<file path="src/rtl/fft_pkg.sv">
// Shared definitions for the FFT front end: frame geometry and sample/frame types.
// The FFT_Processor side imports this same package so both ends agree on sizes.
package fft_pkg;

    localparam int N_POINTS = 16;
    localparam int DATA_W   = 16;
    localparam int CNT_W    = $clog2(N_POINTS) + 1;
    localparam int IDX_W    = $clog2(N_POINTS);

    typedef logic [DATA_W-1:0]    sample_t;
    typedef sample_t [N_POINTS-1:0] frame_t;
    typedef logic [CNT_W-1:0]     cnt_t;

endpackage

</file>
<file path="src/rtl/fft_sample_bank.sv">
// One ping-pong bank: N_POINTS sample slots plus a fill count.
// The owner supplies the slot to write; the count tracks one past the last slot written
// so it reaches N_POINTS exactly when the bank is full and never wraps.
module fft_sample_bank
    import fft_pkg::*;
(
    input  logic    i_clk,
    input  logic    i_rst,
    input  logic    i_we,
    input  cnt_t    i_slot,
    input  sample_t i_data,
    input  logic    i_clr,
    output frame_t  o_frame,
    output cnt_t    o_cnt,
    output logic    o_full
);

    cnt_t   r_cnt;
    frame_t r_frame;
    logic   w_slot_ok;

    assign w_slot_ok = (i_slot < cnt_t'(N_POINTS));

    // Sample storage; contents are meaningless until written, so no reset term
    always_ff @(posedge i_clk) begin
        if (i_we && w_slot_ok) begin
            r_frame[i_slot[IDX_W-1:0]] <= i_data;
        end
    end

    // Fill count: a write leaves it one past the written slot, a clear restarts the bank
    always_ff @(posedge i_clk or posedge i_rst) begin
        if (i_rst) begin
            r_cnt <= '0;
        end else if (i_we && w_slot_ok) begin
            r_cnt <= i_slot + cnt_t'(1);
        end else if (i_clr) begin
            r_cnt <= '0;
        end
    end

    assign o_frame = r_frame;
    assign o_cnt   = r_cnt;
    assign o_full  = (r_cnt == cnt_t'(N_POINTS));

endmodule

</file>
<file path="src/rtl/fft_frame_collector.sv">
// Collects a serial sample stream into frames using two banks, launches each full frame
// to the FFT with a one-cycle new_t pulse and holds it on frame_out until done.
// Optional feature macro: FFT_DROP_COUNT_EN adds a saturating o_drop_count port.
module fft_frame_collector
    import fft_pkg::*;
(
    input  logic                       i_clk,
    input  logic                       i_rst,
    input  logic                       i_sample_valid,
    input  sample_t                    i_sample_in,
    input  logic                       i_fft_done,
    output logic [N_POINTS*DATA_W-1:0] o_frame_out,
    output logic                       o_new_t,
    output logic                       o_fft_busy,
    output logic                       o_overflow
`ifdef FFT_DROP_COUNT_EN
    ,
    output logic [15:0]                o_drop_count
`endif
);

    logic   r_sel;
    logic   r_busy;
    logic   r_new_t;
    frame_t r_frame;

    frame_t w_frame0;
    frame_t w_frame1;
    cnt_t   w_cnt0;
    cnt_t   w_cnt1;
    logic   w_full0;
    logic   w_full1;

    frame_t w_wr_frame;
    cnt_t   w_wr_cnt;
    logic   w_wr_full;
    logic   w_launch;
    logic   w_accept;
    logic   w_drop;
    logic   w_tgt;
    cnt_t   w_slot;

    assign w_wr_frame = r_sel ? w_frame1 : w_frame0;
    assign w_wr_cnt   = r_sel ? w_cnt1   : w_cnt0;
    assign w_wr_full  = r_sel ? w_full1  : w_full0;

    // A launch swaps banks, so a sample arriving on that edge goes to slot 0 of the other bank
    assign w_launch = w_wr_full & ~r_busy;
    assign w_accept = i_sample_valid & (w_launch | ~w_wr_full);
    assign w_drop   = i_sample_valid & w_wr_full & ~w_launch;
    assign w_tgt    = r_sel ^ w_launch;
    assign w_slot   = w_launch ? '0 : w_wr_cnt;

    fft_sample_bank u_bank0 (
        .i_clk   (i_clk),
        .i_rst   (i_rst),
        .i_we    (w_accept & ~w_tgt),
        .i_slot  (w_slot),
        .i_data  (i_sample_in),
        .i_clr   (w_launch & r_sel),
        .o_frame (w_frame0),
        .o_cnt   (w_cnt0),
        .o_full  (w_full0)
    );

    fft_sample_bank u_bank1 (
        .i_clk   (i_clk),
        .i_rst   (i_rst),
        .i_we    (w_accept & w_tgt),
        .i_slot  (w_slot),
        .i_data  (i_sample_in),
        .i_clr   (w_launch & ~r_sel),
        .o_frame (w_frame1),
        .o_cnt   (w_cnt1),
        .o_full  (w_full1)
    );

    // Launch control: bank swap, frame capture, launch pulse and busy tracking
    always_ff @(posedge i_clk or posedge i_rst) begin
        if (i_rst) begin
            r_sel   <= 1'b0;
            r_busy  <= 1'b0;
            r_new_t <= 1'b0;
            r_frame <= '0;
        end else begin
            r_new_t <= w_launch;
            if (w_launch) begin
                r_sel   <= ~r_sel;
                r_busy  <= 1'b1;
                r_frame <= w_wr_frame;
            end else if (r_busy && i_fft_done) begin
                r_busy <= 1'b0;
            end
        end
    end

`ifdef FFT_DROP_COUNT_EN
    logic [15:0] r_drop_count;

    // Dropped-sample counter, saturating so it never falls back to zero
    always_ff @(posedge i_clk or posedge i_rst) begin
        if (i_rst) begin
            r_drop_count <= 16'd0;
        end else if (w_drop && (r_drop_count != 16'hFFFF)) begin
            r_drop_count <= r_drop_count + 16'd1;
        end
    end

    assign o_drop_count = r_drop_count;
    assign o_overflow   = (r_drop_count != 16'd0);
`else
    logic r_overflow;

    // Sticky flag recording that at least one sample was dropped
    always_ff @(posedge i_clk or posedge i_rst) begin
        if (i_rst) begin
            r_overflow <= 1'b0;
        end else if (w_drop) begin
            r_overflow <= 1'b1;
        end
    end

    assign o_overflow = r_overflow;
`endif

    assign o_frame_out = r_frame;
    assign o_new_t     = r_new_t;
    assign o_fft_busy  = r_busy;

endmodule

</file>
<file path="config.mk">
export PLATFORM = sky130hd
export DESIGN_NAME = fft_frame_collector
export DESIGN_NICKNAME = d
export VERILOG_FILES = /design/src/rtl/fft_pkg.sv /design/src/rtl/fft_sample_bank.sv /design/src/rtl/fft_frame_collector.sv
export SDC_FILE = /design/constraint.sdc
export NUM_CORES = 1
export LEC_CHECK = 0
export CAP_MARGIN = 20
export CORE_ASPECT_RATIO = 0.6
export CORE_MARGIN = 2
export CORE_UTILIZATION = 40
export CTS_BUF_LIST = sky130_fd_sc_hd__clkbuf_8 sky130_fd_sc_hd__clkbuf_16
export CTS_CLUSTER_SIZE = 24
export DETAILED_ROUTE_END_ITERATION = 8
export PLACE_DENSITY_LB_ADDON = 0.3
export SYNTH_ARGS = -nofsm -noshare
export SYNTH_HDL_FRONTEND = slang
export SYNTH_HIERARCHICAL = 1
export SYNTH_SLANG_ARGS = --single-unit
</file>
<file path="constraint.sdc">
create_clock -name i_clk -period 11.9 [get_ports i_clk]
set_input_delay 3.57 -clock i_clk [delete_from_list [all_inputs] [get_ports i_clk]]
set_output_delay 3.57 -clock i_clk [all_outputs]
set_load 0.05 [all_outputs]
</file>
==> flow_summary.ini <==
[clock_tree]
ctsResizeCount = 0
cts_root_buffer = clkbuf_16
cts_made_buffers = 72
cts_tree = done
cts_hold_buf = 0
clkSinkCount = 782
h-tree-depth = 3
post_cts_buffers = 0
clock_latency_ns = 0.60
clock_path_buffers = 3
path_clk_slew_ns = 0.07

[timing]
worstMarginPinSlew_ns = 1.165
final.setup_skew_ns = 0.02103
tns_ns = 0
hold_viol = 0
rsz0062_at_grt = no
layout_worst_path_cycle_share = 0.5095
slew_headroom = 0.2235
timing.fmax_mhz = 165.0
period_minus_slack_ns = 6.062
report.final.slew_viol_count = 0
finalSetupViolCount = 0

[placement]
io_buffers = 278
globalplace.congestion = 0.7963
dp_hpwl_um = 41880

[logic_synthesis]
ys_types = 34
synth_seq_cells = 782
syn-num-nets = 1817
synth_area_leader_cell = edfxtp_1
synthCells = 1789
async_reset_ff_frac = 0.3453
synthTopCellsByArea = edfxtp_1 54%, dfrtp_1 24%, mux2i_1 9.0%, o21ai_0 4.6%, o21ai_1 4.5%
synth_top_area_frac = 0.5385
synth.avg_cell_area_um2 = 15.96
syn-cell-area_mm2 = 0.02855
synthTopCellsByCount = 512 x edfxtp_1, 270 x dfrtp_1, 264 x o21ai_0
yosys_warnings = 6
yosys_most_used_dff = edfxtp_1
synth_edf_count = 512
ys_seq_area_frac = 0.7752
post-synth-top-count-cell = edfxtp_1

[die]
core_area_mm2 = 0.07029
dieArea_mm2 = 0.07360
ios = 279
fp-row-count = 75
die_y_um = 210.9
initial_utilization = 0.4062
die_x_um = 348.9

[worst_hold_path]
min_path_type = register to register

[critical_path]
endpoint_kind = primary output
cp-startpoint = o_fft_busy
crit_buf_inv = 1
r2r_slack_ns = 7.87
r2r_start = r_sel
critical_path_required_ns = 8.33
r2r_cells = 6
critical_path_class = register to primary output
crit_path_cell_trace = clkdlybuf4s50_1
cpPeakStageDelay_ns = 0.95
cp.arrival_ns = 2.49
cp_num_cells = 1
slowest_stage = dfrtp_4
crit_end = o_fft_busy
crit_family = flip-flops
critical_path.startpoint_type = register
path_max_fanout = 82
timing.rr.end = u_bank0/o_frame[118]

[final_layout]
area_growth_pct = 21.12
final_nets = 2067
final_util = 0.4920
drive_gt1_frac = 0.08389
fillers = 5823
antenna_cells = 0

[outcome]
status = completed

[power_and_ir_drop]
vdd_drop_max_mv = 0.1305
p_per_area_mw_per_mm2 = 246.5
report.power.total_mw = 8.525
p_leak_nw = 12.17

[routing]
drt-initial-drc-count = 1482
ant_nets = 0
dr.pass1.iters = 7
drc = 0
vias = 16150
viasPerCell = 5.344
wl_um = 70620
post_drt_wl_per_cell_um = 23.37

[global_routing]
overflow = 0
track_usage = 0.1903
grt_pass1_vias = 15810
grt_max_degree = 133
grt_pass1_wl_um = 103200
antenna_found_initial = 1

[run]
maxCapViolCount = 0
## how the worst min path moves through the flow
| stage | startpoint | endpoint | slack [ns] | cells past startpoint |
|---|---|---|---|---|
| 2_1_floorplan | u_bank0/o_cnt[1] | u_bank0/o_cnt[1] | 0.49 | 2 |
| 3_3_place_gp | o_overflow | o_overflow | 0.47 | 1 |
| 3_5_place_dp | o_overflow | o_overflow | 0.47 | 1 |
| 4_1_cts | o_overflow | o_overflow | 0.49 | 1 |
| 5_1_grt | o_overflow | o_overflow | 0.51 | 1 |
| 6_report | o_overflow | o_overflow | 0.49 | 1 |
## cells by family after synthesis
family,count (synthesis),share of synthesized area
flops,782,0.7752
simple gates,74,0.01604
xor+xnor,4,0.001227
fa+ha+maj,8,0.003506
mux,257,0.09024
buf+inv,132,0.01981
compound gates,532,0.09400
## report_power, final
group,switching [mW],internal [mW]
clock,1.00,1.39
sequential,0.235,3.32
combinational,1.79,0.797
total,3.02,5.50
## metrics by stage
step | worst slack, ns | cell area [um2] | hold WS, ns | instances
finish | 5.838 | 34580 | 0.4873 | 3022
global route | 5.716 | 34580 | 0.5061 | 3022
global placement | 5.681 | 32030 | 0.4715 | 2886
floorplan | 1.175 | 28550 | 0.4895 | 1789
CTS | 5.763 | 34520 | 0.4883 | 3019
detailed placement | 5.635 | 32030 | 0.4696 | 2886
## layer usage
layer,routed length (um),up-vias,track usage
met1,32310,8301,0.2834
met5,0,-,0
met4,974,0,0.04028
li1,-,7213,-
met2,31680,564,0.2833
met3,5659,71,0.04799
## cells in the final DEF, fill, tap and decap left out, types with 11 or more instances in the layout
cell               n
clkdlybuf4s50_1  262
clkinv_2          15
o21ai_1          257
edfxtp_1         512
buf_4             13
inv_1             21
clkbuf_16         78
dfrtp_1          268
o21ai_0          264
nand2_1           11
and2_1            25
mux2i_1          256
buf_2             16
## final cells by class
| class | instances | area (um2) | share of cell area |
|---|---|---|---|
| inverter | 14 | 60.06 | 0.001737 |
| clock buffer | 84 | 2034 | 0.05883 |
| multi-input combinational | 875 | 5864 | 0.1696 |
| tap | 924 | 1156 | 0.03343 |
| timing repair buffer | 294 | 2868 | 0.08293 |
| clock inverter | 49 | 457.9 | 0.01324 |
| sequential | 782 | 22140 | 0.6402 |
## state kept, by name, indices dropped and copies added, names as in the netlist
signal,cells
o_frame_out,256
u_bank0/o_frame,256
u_bank1/o_frame,256
u_bank0/o_cnt,5
u_bank1/o_cnt,5
o_fft_busy,1
o_new_t,1
o_overflow,1
r_sel,1
(Power assumes the default switching activity.)
